$ cat config.mk
export PLATFORM = sky130hd
export DESIGN_NAME = systolic_seq
export DESIGN_NICKNAME = d
export VERILOG_FILES = /design/src/rtl/systolic_seq.sv
export SDC_FILE = /design/constraint.sdc
export NUM_CORES = 1
export LEC_CHECK = 0
export CORE_ASPECT_RATIO = 1.75
export CORE_MARGIN = 8
export CORE_UTILIZATION = 40
export DETAILED_ROUTE_END_ITERATION = 10
export PLACE_DENSITY_LB_ADDON = 0.15
export SYNTH_ARGS = -nofsm -noshare
export SYNTH_HDL_FRONTEND = slang
export SYNTH_SLANG_ARGS = --single-unit
$ cat constraint.sdc
create_clock -name clk -period 18.2 [get_ports clk]
set_clock_uncertainty 0.2 [all_clocks]
set_input_delay 5.46 -clock clk [delete_from_list [all_inputs] [get_ports clk]]
set_output_delay 5.46 -clock clk [all_outputs]
set_load 0.02 [all_outputs]
$ cat src/rtl/systolic_seq.sv
// Operand sequencer for an N x N output-stationary systolic MAC array.
// Define SYSTOLIC_SEQ_PERF_EN to add the busy-cycle performance counter.
module systolic_seq #(
   parameter int N     = 4,
   parameter int DW    = 16,
   parameter int K_MAX = 64,
   parameter int KW    = 7
) (
   input  logic          clk,
   input  logic          rst,
   input  logic          start,
   input  logic          abort,
   input  logic [KW-1:0] k_len,
   output logic          busy,
   output logic          done,
   output logic          rd_en,
   output logic [KW-1:0] rd_k,
   input  logic [N*DW-1:0] a_col_data,
   input  logic [N*DW-1:0] b_row_data,
   output logic [N*DW-1:0] west_bus,
   output logic [N*DW-1:0] north_bus,
   output logic          array_ce,
   output logic          array_clr,
   output logic [31:0]   perf_cycles
);

   typedef enum logic [2:0] {
      IDLE,
      CLEAR,
      FEED,
      DRAIN,
      DONE
   } state_t;

   localparam int CW = $clog2(2 * N);
   localparam logic [CW-1:0] DRAIN_LAST = CW'(2 * N - 2);
   localparam logic [KW-1:0] KMAX_V = KW'(K_MAX);

   state_t        state_q, state_d;
   logic [KW-1:0] k_eff_q, k_eff_d;
   logic [KW-1:0] rd_k_q, rd_k_d;
   logic [CW-1:0] dcnt_q, dcnt_d;
   logic          busy_q, busy_d;
   logic          done_q, done_d;
   logic          rd_en_q, rd_en_d;
   logic          ce_q, ce_d;
   logic          clr_q, clr_d;
   logic          valid_q, valid_d;
   logic          flush;

   always_comb begin
      state_d = state_q;
      k_eff_d = k_eff_q;
      flush   = 1'b0;
      unique case (state_q)
         IDLE: begin
            if (start && !abort) begin
               if (k_len == '0) begin
                  state_d = DONE;
               end else begin
                  state_d = CLEAR;
                  k_eff_d = (k_len > KMAX_V) ? KMAX_V : k_len;
               end
            end
         end
         CLEAR: state_d = FEED;
         FEED: begin
            if (rd_k_q == k_eff_q - KW'(1))
               state_d = DRAIN;
         end
         DRAIN: begin
            if (dcnt_q == DRAIN_LAST)
               state_d = DONE;
         end
         DONE:    state_d = IDLE;
         default: state_d = IDLE;
      endcase
      // abort in DONE is a no-op: the pulse is already on the wire
      if (abort && state_q != IDLE && state_q != DONE) begin
         state_d = IDLE;
         flush   = 1'b1;
      end
      if (state_q == CLEAR)
         flush = 1'b1;
      rd_k_d = (state_q == FEED && state_d == FEED) ?
               rd_k_q + KW'(1) : '0;
      dcnt_d = (state_q == DRAIN && state_d == DRAIN) ?
               dcnt_q + CW'(1) : '0;
      busy_d  = (state_d != IDLE);
      done_d  = (state_d == DONE);
      rd_en_d = (state_d == FEED);
      ce_d    = (state_d == FEED) || (state_d == DRAIN);
      clr_d   = (state_d == CLEAR);
      valid_d = flush ? 1'b0 : rd_en_q;
   end

   always_ff @(posedge clk or posedge rst) begin
      if (rst) begin
         state_q <= IDLE;
         k_eff_q <= '0;
         rd_k_q  <= '0;
         dcnt_q  <= '0;
         busy_q  <= 1'b0;
         done_q  <= 1'b0;
         rd_en_q <= 1'b0;
         ce_q    <= 1'b0;
         clr_q   <= 1'b0;
         valid_q <= 1'b0;
      end else begin
         state_q <= state_d;
         k_eff_q <= k_eff_d;
         rd_k_q  <= rd_k_d;
         dcnt_q  <= dcnt_d;
         busy_q  <= busy_d;
         done_q  <= done_d;
         rd_en_q <= rd_en_d;
         ce_q    <= ce_d;
         clr_q   <= clr_d;
         valid_q <= valid_d;
      end
   end

   assign busy      = busy_q;
   assign done      = done_q;
   assign rd_en     = rd_en_q;
   assign rd_k      = rd_k_q;
   assign array_ce  = ce_q;
   assign array_clr = clr_q;

   // Buffer data is masked to zero whenever no read is in flight.
   logic [DW-1:0] a_in [N];
   logic [DW-1:0] b_in [N];

   always_comb begin
      for (int i = 0; i < N; i++) begin
         a_in[i] = valid_q ? a_col_data[i*DW +: DW] : '0;
         b_in[i] = valid_q ? b_row_data[i*DW +: DW] : '0;
      end
   end

   assign west_bus[0 +: DW]  = a_in[0];
   assign north_bus[0 +: DW] = b_in[0];

   for (genvar i = 1; i < N; i++) begin : g_skew
      logic [DW-1:0] w_q [i];
      logic [DW-1:0] w_d [i];
      logic [DW-1:0] n_q [i];
      logic [DW-1:0] n_d [i];

      always_comb begin
         for (int s = 0; s < i; s++) begin
            w_d[s] = w_q[s];
            n_d[s] = n_q[s];
         end
         if (flush) begin
            for (int s = 0; s < i; s++) begin
               w_d[s] = '0;
               n_d[s] = '0;
            end
         end else if (ce_q) begin
            w_d[0] = a_in[i];
            n_d[0] = b_in[i];
            for (int s = 1; s < i; s++) begin
               w_d[s] = w_q[s-1];
               n_d[s] = n_q[s-1];
            end
         end
      end

      always_ff @(posedge clk or posedge rst) begin
         if (rst) begin
            for (int s = 0; s < i; s++) begin
               w_q[s] <= '0;
               n_q[s] <= '0;
            end
         end else begin
            for (int s = 0; s < i; s++) begin
               w_q[s] <= w_d[s];
               n_q[s] <= n_d[s];
            end
         end
      end

      assign west_bus[i*DW +: DW]  = w_q[i-1];
      assign north_bus[i*DW +: DW] = n_q[i-1];
   end

`ifdef SYSTOLIC_SEQ_PERF_EN
   logic [31:0] pcnt_q, pcnt_d;
   logic [31:0] perf_q, perf_d;

   always_comb begin
      pcnt_d = pcnt_q;
      perf_d = perf_q;
      if (state_q == IDLE) begin
         if (state_d != IDLE)
            pcnt_d = 32'd1;
      end else if (state_d != IDLE && pcnt_q != '1) begin
         pcnt_d = pcnt_q + 32'd1;
      end
      if (state_d == DONE)
         perf_d = pcnt_d;
   end

   always_ff @(posedge clk or posedge rst) begin
      if (rst) begin
         pcnt_q <= '0;
         perf_q <= '0;
      end else begin
         pcnt_q <= pcnt_d;
         perf_q <= perf_d;
      end
   end

   assign perf_cycles = perf_q;
`else
   assign perf_cycles = '0;
`endif

endmodule

# After elaboration in Yosys (flattened, before gate mapping)
# Cells that the tools add are included.
# totals
reg_bits,218
inputBits,139
elab_cells,82
# op_classes
eq_ne,10
n_addsub,3
n_reduce_logical,13
bitwise_logic,1
mux,32
n_lt_le_gt_ge,1
# op_table
operator,n
$mux 16,12
$mux 48,4
$mux 32,4
$mux 3,6
$mux 7,2
$eq 3x2->1 const B,4
$pmux 3 s4,1
$add 7x1->7 const B,1
$eq 7x7->1,1
$gt 7x7->1 const B,1
$logic_not 7->1,1
$sub 7x1->7 const B,1
$eq 3x1->1 const B,2
$eq 3x3->1 const B,2
$reduce_bool 3->1,2
$logic_and 1x1->1,5
$add 3x1->3 const B,1
$logic_not 3->1,1
$mux 1,3
$ne 3x3->1 const B,1
$reduce_and 3->1,1
$reduce_bool 2->1,1
$logic_not 1->1,1
$logic_or 1x1->1,1
$not 1->1,1

# Longest topological paths before layout
# Gate-level depths: netlist (run 1).
# logic_depth
depth_word,8
mapped_depth,7
mapped_depth_nobuf,7

# Worst setup path before layout (run 1)
# OpenSTA, ideal clock, no wires.
# synth_path
path_type,in2out
startpoint,input b_row_data[0]
endpoint,output north_bus[0]
arrival_time_ns,5.676
path_buffers,0
slack_ns,6.864
required_ns,12.540
cell_stages,1
path_cell_list,and2_1
# synth_between
elab_chain_cells,1
# synth_lines
item,line,rtl
from (decl),19,"input logic [N*DW-1:0] b_row_data,"
$mux 16,137,b_in[i] = valid_q ? b_row_data[i*DW +: DW] : '0;
to (decl),21,"output logic [N*DW-1:0] north_bus,"
# No other way between the ends.

# Worst setup path after layout (run 1)
# layout_path
startpoint,input b_row_data[2]
endpoint,output north_bus[2]
# Same word-level chain as after synthesis.

==> flow_summary.yaml, run 1 <==
setup_path:
  critPathCaptureType: "output pin"
  critical_path_class: "in -> out"
  worstReg2RegEnd: "north_bus[38]$_DFFE_PP0P_"
  reg2reg_setup_slack_ps: 15580
  worst_path_most_repeated_cell: "clkdlybuf4s50_1"
  critical_path.startpoint_type: "input port"
  worst_r2r_path_depth: 3
  timing.critical_path.from: "b_row_data[2]"
  crit_path_end: "north_bus[2]"
  crit_cells: 3
  critical_path_arrival_ps: 6720
  timing.critical_path.max_delay_family: "buffers and inverters"
  critical-path-slowest-cell: "clkdlybuf4s50_1"
  worst-path-buf-inv: 2
  crit_path_cell_chain: "clkdlybuf4s50_1 > and2_1 > clkdlybuf4s50_1"
  crit_required_ps: 12540
  critical_path.max_stage_delay_ps: 630
  crit_fanout: 1
  worst_r2r_startpoint: "array_ce$_DFF_PP0_"
die:
  die_h_um: 227
  floorplan.initialDensity_pct: 40.6
  die-width_um: 137
  die_area_um2: 31100
  fp-row-count: 77
  count_of_pins_on_the_block_boundary: 311
  area_of_the_core_um2: 25100
timing:
  fmaxAchievable_ghz: 0.0808
  rsz0062_at_grt: "no"
  max-slew-margin-rel_pct: 12.7
  layout_worst_path_cycle_share_pct: 68.0
  tightest_slew_ps: 1310
  min_tclk_post_route_ps: 12380
  finalHoldViolations: 0
  maxSlewViolCount: 0
  finalSetupViolCount: 0
  final.hold.worst_slack_ps: 257
  final.setup.tns_ps: 0
  postLayoutSetupSlackWorst_ps: 5820
worst_hold_path:
  worst_hold_startpoint: "dcnt_q[0]$_DFF_PP0_"
  min_path_cells: 1
  hold_path.class: "reg -> reg"
outcome:
  status: "finished clean"
global_routing:
  grt_max_degree: 233
  global_route_wire_length_before_repair_um: 40000
  grt_total_usage_pct: 15.8
  grt_overflow: 0
  grt_antenna_before_repair: 0
  grt_pass1_vias: 7373
clock_tree:
  cts.sink_count: 218
  clock_tree.buffer_depth: 3
  ctsResizeCount: 0
  cts.hold.buffers_added: 0
  cts_root_buffer: "clkbuf_16"
  number_of_buffers_created_by_cts: 21
  cts_tree: "built"
  clkLatencyLatePin_ps: 500
  post_cts_buffers: 0
  clk_pin_slew_ps: 60
  maximum_level_of_the_cts_h_tree: 1
yosys:
  mappedNetlistArea_um2: 10200
  netlist_top_cells_area: "dfrtp_1, mux2i_1, buf_4"
  most_common_cell_in_the_synthesized_netlist: "dfrtp_1"
  synth_warnings: 0
  synth_top_cells_by_count: "dfrtp_1, nor2_1, a21oi_1"
  yosys_register_bits: 218
  synth-async-reset-ratio_pct: 100
  netlist.top_cell.by_area: "dfrtp_1"
  yosys.cell_types.count: 37
  syn-instance-count: 1003
  postSynth.topFlopCell: "dfrtp_1"
  synth_top_area_share_pct: 53.5
  synth_enable_flop_cells: 0
  syn_area_per_cell_um2: 10.2
  seq_area_frac_synth_pct: 53.5
placed_design:
  number_of_buffer_cells_added_on_primary_ports: 278
  preCtsSetupSlack_ps: 5800
  place_congestion: 0.782
  dp_cells: 1467
  place_hpwl_um: 16800
routing:
  wire_per_inst_um: 16.9
  vias_per_cell: 4.82
  route.vias.total: 7242
  drt_drc_violations_left: 0
  detail_route.wirelength_um: 25400
  detail_route.first_pass.iterations: 4
  remaining_antenna_violation_count: 0
  initialDrtViolationCount: 362
layout:
  layout.area.seq_um2: 5460
  net_count_final: 1317
  layout.cells.non_filler: 1502
  drive_gt1_share_pct: 3.71
  finish.utilization_pct: 52.5
  areaGrowthSynthToFinish_pct: 29.6
  multi_input_comb_area_um2: 3840
  fillers: 2363
  antenna_cells: 0
power_and_ir_drop:
  total_leakage_power_nw: 5.65
  power.density_nw_per_um2: 84.9
  power.ir.vdd_worst_uv: 95.4
job:
  max_cap_viol_count: 0
[cell type report]
| type | count | area share [%] |
|---|---|---|
| multi-input combinational | 642 | 29.1 |
| inverter | 7 | 0.256 |
| clock buffer | 31 | 4.64 |
| clock inverter | 4 | 0.180 |
| timing repair buffer | 284 | 21.5 |
| tap | 316 | 2.99 |
| sequential | 218 | 41.3 |
[worst reg2reg max path: stages, from the launching register on]
cell and delay (ps):
dfrtp_4 830, buf_12 660, mux2i_1 720, nor2_1 60
[sequential cells by signal (all words and copies together), names as in the netlist, 3 cells and up]
name	count
dcnt_q	3
g_skew.n_q	64
g_skew.w_q	64
k_eff_q	7
north_bus	32
rd_k	7
state_q	3
west_bus	32
[layout by cell type (no fill, tap or decap), types with 2 or more instances in the layout]
master and count:
a21oi_1 101, conb_1 32, nor2_1 115, clkbuf_8 5, clkdlybuf4s50_1 278, xnor2_1 6
xor2_1 8, nand3b_1 4, clkbuf_1 5, clkinv_2 3, buf_4 5, clkbuf_16 21
o21ai_0 3, nor3_1 2, dfrtp_1 216, a22o_1 2, dfrtp_4 2, and3_1 5
nand2b_1 94, nor4_1 7, ha_1 4, mux2i_1 96, inv_1 6, nand2_1 10
and2_1 36, nor2b_1 7, nand4_1 2, nand3_1 97
[where the power goes]
group	switching, mW	internal (mW)	total (mW)	leakage, nW
Sequential	0.0183	0.500	0.519	3.03
Clock	0.182	0.232	0.414	0.317
Combinational	0.108	0.0813	0.189	2.30
[kinds of logic after synthesis]
group	Yosys count	share of synthesized area [%]
and+or+nand+nor	384	19.4
DFF	218	53.5
buffers and inverters	174	10.0
AOI/OAI and AO/OA	112	5.90
muxes	96	9.42
xor gates and xnor gates	14	1.20
adders and majority gates	4	0.491
other	1	0.0368
[stage by stage]
step	total power, mW	instance area (um^2)
after detailed placement	0.719	12600
after floorplan	0.650	10300
final	1.12	13200
after global routing	1.17	13200
after global placement	0.717	12600
after CTS	1.14	13200
[per-layer routing]
metal	vias up	part of all wire (%)	routed length, um	GRT usage, %
met3	26	9.7	2470	5.19
met2	228	49	12500	27.5
li1	3533	-	-	-
met5	-	0	0	0
met1	3455	40	10100	18.5
met4	0	1.4	344	3.63
[how the worst min path moves through the flow]
stage | end | slack (ps)
finish | dcnt_q[0]$_DFF_PP0_ | 260
global route | dcnt_q[0]$_DFF_PP0_ | 290
detailed placement | dcnt_q[0]$_DFF_PP0_ | 260
global placement | dcnt_q[0]$_DFF_PP0_ | 240
CTS | dcnt_q[0]$_DFF_PP0_ | 270
floorplan | dcnt_q[0]$_DFF_PP0_ | 230
(Power assumes the default switching activity.)
==> run 2: changes to the inputs <==
==> constraint.sdc (replaced) <==
create_clock -name clk -period 11.1 [get_ports clk]
set_clock_uncertainty 0.2 [all_clocks]
set_input_delay 3.33 -clock clk [delete_from_list [all_inputs] [get_ports clk]]
set_output_delay 3.33 -clock clk [all_outputs]
set_load 0.02 [all_outputs]
==> flow_summary.yaml, run 2 (synthesis gave the netlist of run 1 again) <==
outcome:
  status: "finished clean"
setup_path:
  critical_path_arrival_ps: 4560
  crit_fanout: 1
  worst_r2r_path_depth: 4
  crit_required_ps: 7570
  critPathCaptureType: "output pin"
  critical_path_class: "in -> out"
  critical_path.startpoint_type: "input port"
layout:
  fillers: 2308
  areaGrowthSynthToFinish_pct: 29.9
  net_count_final: 1319
  drive_gt1_share_pct: 4.04
  layout.area.seq_um2: 5460
  summed_area_of_non_filler_cells_in_the_final_layout_um2: 13200
  mostFrequentLayoutCell: "clkdlybuf4s50_1"
  layout_common_cells: "clkdlybuf4s50_1, dfrtp_1, nor2_1, a21oi_1, nand3_1"
  multi_input_comb_area_um2: 3840
  largest_registers: "g_skew.n_q x64, g_skew.w_q x64"
global_routing:
  grt_pass1_vias: 7353
  grt_max_degree: 120
  grt_antenna_before_repair: 2
  grt_total_usage_pct: 15.7
  global_route_wire_length_before_repair_um: 39600
  grt_overflow: 0
routing:
  vias_per_cell: 4.83
  initialDrtViolationCount: 413
  drt_drc_violations_left: 0
  detail_route.wirelength_um: 25200
  remaining_antenna_violation_count: 0
  route.vias.total: 7273
  detail_route.first_pass.iterations: 4
  wire_per_inst_um: 16.7
worst_hold_path:
  min_path_cells: 1
  hold_path.class: "reg -> reg"
power_and_ir_drop:
  total_leakage_power_nw: 5.67
  sequentialPowerShare_pct: 45.4
  comb_power_share_pct: 16.6
  share_clk_of_total_power_pct: 38.0
  sw_power_mw: 0.505
  internal_power_consumption_mw: 1.36
  power.density_nw_per_um2: 141
  power.ir.vdd_worst_uv: 126
  switching_share_pct: 27.1
  power.total_mw: 1.86
die:
  floorplan.initialDensity_pct: 40.6
  die-width_um: 137
  die_area_um2: 31100
  area_of_the_core_um2: 25100
  count_of_pins_on_the_block_boundary: 311
  fp-row-count: 77
  die_h_um: 227
clock_tree:
  maximum_level_of_the_cts_h_tree: 1
  clkLatencyLatePin_ps: 500
  post_cts_buffers: 0
  clock_tree.buffer_depth: 3
  clk_pin_slew_ps: 60
  cts_root_buffer: "clkbuf_16"
  cts.hold.buffers_added: 0
  number_of_buffers_created_by_cts: 21
  cts_tree: "built"
  ctsResizeCount: 0
  cts.sink_count: 218
timing:
  max-slew-margin-rel_pct: 30.4
  finalSetupViolCount: 0
  maxSlewViolCount: 0
  min_tclk_post_route_ps: 8090
  tightest_slew_ps: 1040
  layout_worst_path_cycle_share_pct: 72.9
  final.setup.tns_ps: 0
  rsz0062_at_grt: "no"
  finalHoldViolations: 0
  fmaxAchievable_ghz: 0.124
placed_design:
  place_hpwl_um: 17100
  number_of_buffer_cells_added_on_primary_ports: 278
  place_congestion: 0.792
  placed_cell_area_um2: 12600
job:
  max_cap_viol_count: 0
[run 2: cell types whose count changed in the layout (fill, tap and decap cells not counted), moves of 2 or more]
cell       previous run  this run
buf_4                 5         8
clkbuf_8              5         2
bufinv_16             0         2
clkbuf_1              5         3
clkinv_2              3         5
[run 2: worst paths after layout]
kind | slack, ps | startpoint | end
max in group asynchronous | 6110 | rst | valid_q$_DFF_PP0_
max reg2reg | 7960 | array_ce$_DFF_PP0_ | west_bus[37]$_DFFE_PP0P_
max | 3010 | b_row_data[0] | north_bus[0]
min | 270 | dcnt_q[0]$_DFF_PP0_ | dcnt_q[0]$_DFF_PP0_
min in group asynchronous | 3170 | rst | g_skew[2].n_q[18]$_DFFE_PP0P_
min reg2reg | 270 | dcnt_q[0]$_DFF_PP0_ | dcnt_q[0]$_DFF_PP0_
[run 2: power groups by stage]
stage,clock network [mW],logic (mW),registers [mW]
floorplan,0,0.210,0.856
finish,0.709,0.310,0.846
CTS,0.737,0.316,0.847
global route,0.764,0.339,0.850
global placement,0,0.314,0.861
detailed placement,0,0.316,0.861
[run 2: layout make-up]
class / instances / area share [%]
antenna: 1 / 0.0189
clock buffer: 26 / 4.26
clock inverter: 9 / 0.775
inverter: 7 / 0.255
multi-input combinational: 642 / 29.0
sequential: 218 / 41.2
tap: 316 / 2.98
timing repair buffer: 286 / 21.5
[run 2: stage by stage]
stage | util [%] | worst slack, ps | hold WS, ps | std cells
after global placement | 50.0 | 2990 | 255 | 1469
after global routing | 52.7 | 2970 | 285 | 1505
final | 52.7 | 3010 | 267 | 1505
after floorplan | - | 1610 | 232 | 1034
after CTS | 52.7 | 2990 | 270 | 1504
after detailed placement | 50.0 | 3000 | 260 | 1469
[run 2: routing by layer]
layer	global-route usage, %	part of all wire (%)
met5	0	0.052
met2	26.3	49
met1	18.3	39
met3	5.30	9.9
met4	5.23	2.1
[run 2: worst max-delay path, cell delays in order]
cell and delay, ps:
clkdlybuf4s50_1 450, and2_1 150, clkdlybuf4s50_1 620
==> run 3: changes to the inputs <==
==> constraint.sdc (replaced) <==
create_clock -name clk -period 7.78 [get_ports clk]
set_clock_uncertainty 0.2 [all_clocks]
set_input_delay 2.334 -clock clk [delete_from_list [all_inputs] [get_ports clk]]
set_output_delay 2.334 -clock clk [all_outputs]
set_load 0.02 [all_outputs]
==> flow_summary.yaml, run 3 (synthesis gave the netlist of run 1 again) <==
outcome:
  status: "finished clean"
global_routing:
  grt_pass1_vias: 7523
  grt_antenna_before_repair: 0
  global_route.usage.met2_pct: 26.8
  grt_total_usage_pct: 15.8
  grt_overflow: 0
  grtUsageMet1_pct: 18.7
  grtUsageMet3_pct: 5.04
  global_route_wire_length_before_repair_um: 40100
  grt_max_degree: 234
  grt_most_used_layer: "met2"
setup_path:
  critical_path_class: "in -> out"
  critical_path.startpoint_type: "input port"
  crit_required_ps: 5250
  worst_path_most_repeated_cell: "clkdlybuf4s50_1"
  critical_path.max_stage_delay_ps: 620
  crit_fanout: 1
  critical-path-slowest-cell: "clkdlybuf4s50_1"
  worst_r2r_path_depth: 4
  critPathCaptureType: "output pin"
  critical_path_arrival_ps: 3590
  crit_path_cell_chain: "clkdlybuf4s50_1 > and2_1 > clkdlybuf4s50_1"
die:
  die_h_um: 227
  die_area_um2: 31100
  area_of_the_core_um2: 25100
  floorplan.initialDensity_pct: 40.6
  die-width_um: 137
  count_of_pins_on_the_block_boundary: 311
  fp-row-count: 77
layout:
  net_count_final: 1317
  drive_gt1_share_pct: 4.12
  fillers: 2322
  largest_registers: "g_skew.n_q x64, g_skew.w_q x64"
  areaGrowthSynthToFinish_pct: 31.2
  antenna_cells: 0
  layout_common_cells: "clkdlybuf4s50_1, dfrtp_1, nor2_1, a21oi_1, nand3_1"
  mostFrequentLayoutCell: "clkdlybuf4s50_1"
  summed_area_of_non_filler_cells_in_the_final_layout_um2: 13400
clock_tree:
  post_cts_buffers: 0
  number_of_buffers_created_by_cts: 22
  clock_tree.buffer_depth: 3
  cts_tree: "built"
  maximum_level_of_the_cts_h_tree: 1
  cts.hold.buffers_added: 0
  clkLatencyLatePin_ps: 500
  cts_root_buffer: "clkbuf_16"
  clk_pin_slew_ps: 70
  ctsResizeCount: 0
  cts.sink_count: 218
timing:
  rsz0062_at_grt: "no"
  tightest_slew_ps: 1450
  final.hold.worst_slack_ps: 260
  fmaxAchievable_ghz: 0.163
  min_tclk_post_route_ps: 6120
  finalSetupViolCount: 0
  postLayoutSetupSlackWorst_ps: 1660
  final.setup.tns_ps: 0
  max-slew-margin-rel_pct: 3.66
  finalHoldViolations: 0
  maxSlewViolCount: 0
  layout_worst_path_cycle_share_pct: 78.7
power_and_ir_drop:
  power.density_nw_per_um2: 210
  switching_share_pct: 26.2
  sequentialPowerShare_pct: 43.4
  comb_power_share_pct: 15.7
  share_clk_of_total_power_pct: 40.9
  power.ir.vdd_worst_uv: 242
  power.total_mw: 2.80
  internal_power_consumption_mw: 2.07
  total_leakage_power_nw: 5.72
  sw_power_mw: 0.736
worst_hold_path:
  min_path_cells: 1
  hold_path.class: "reg -> reg"
routing:
  remaining_antenna_violation_count: 0
  detail_route.wirelength_um: 25200
  vias_per_cell: 4.86
  route.vias.total: 7325
  initialDrtViolationCount: 397
  wire_per_inst_um: 16.8
  detail_route.first_pass.iterations: 5
  drt_drc_violations_left: 0
placed_design:
  placed_cell_area_um2: 12600
  place_hpwl_um: 16800
  place_congestion: 0.754
  preCtsSetupSlack_ps: 1630
  number_of_buffer_cells_added_on_primary_ports: 278
job:
  max_cap_viol_count: 0
-- run 3: power groups by stage --
stage	Clock (mW)	Combinational [mW]	Sequential (mW)
2_1_floorplan	0	0.300	1.22
3_3_place_gp	0	0.443	1.24
3_5_place_dp	0	0.446	1.24
4_1_cts	1.19	0.447	1.22
5_1_grt	1.23	0.479	1.22
6_report	1.15	0.441	1.22
-- run 3: routing by layer --
metal | part of all wire (%) | routed length (um)
met5 | 0 | 0
met4 | 1.6 | 406
met3 | 9.7 | 2450
met2 | 49 | 12500
met1 | 39 | 9900
-- run 3: through the flow --
| stage | std cells | util (%) |
|---|---|---|
| floorplan | 1034 | - |
| finish | 1506 | 53.2 |
| global placement | 1466 | 50.1 |
| CTS | 1506 | 53.2 |
| global route | 1506 | 53.2 |
| detailed placement | 1466 | 50.1 |
-- run 3: path summary, 6_finish.rpt --
| check | startpoint | end | slack, ps |
|---|---|---|---|
| hold / removal | dcnt_q[0]$_DFF_PP0_ | dcnt_q[0]$_DFF_PP0_ | 260 |
| setup / recovery | b_row_data[2] | north_bus[2] | 1660 |
| min in group asynchronous | rst | g_skew[3].n_q[25]$_DFFE_PP0P_ | 2050 |
| setup reg to reg | array_ce$_DFF_PP0_ | g_skew[2].n_q[31]$_DFFE_PP0P_ | 4950 |
| max in group asynchronous | rst | valid_q$_DFF_PP0_ | 4080 |
| hold reg to reg | dcnt_q[0]$_DFF_PP0_ | dcnt_q[0]$_DFF_PP0_ | 260 |
-- run 3: final cells by class --
class	instances	area, um^2	share of cell area, %
Clock inverter	10	154	1.15
Sequential cell	218	5460	40.8
Tap cell	316	395	2.96
Clock buffer	30	632	4.72
Timing Repair Buffer	283	2860	21.4
Inverter	7	30.0	0.225
Multi-Input combinational cell	642	3840	28.7
-- run 3: critical path: cells and delay by family --
| family | cells | cell delay (ps) |
|---|---|---|
| buffers and inverters | 2 | 1070 |
| AND/OR/NAND/NOR | 1 | 180 |
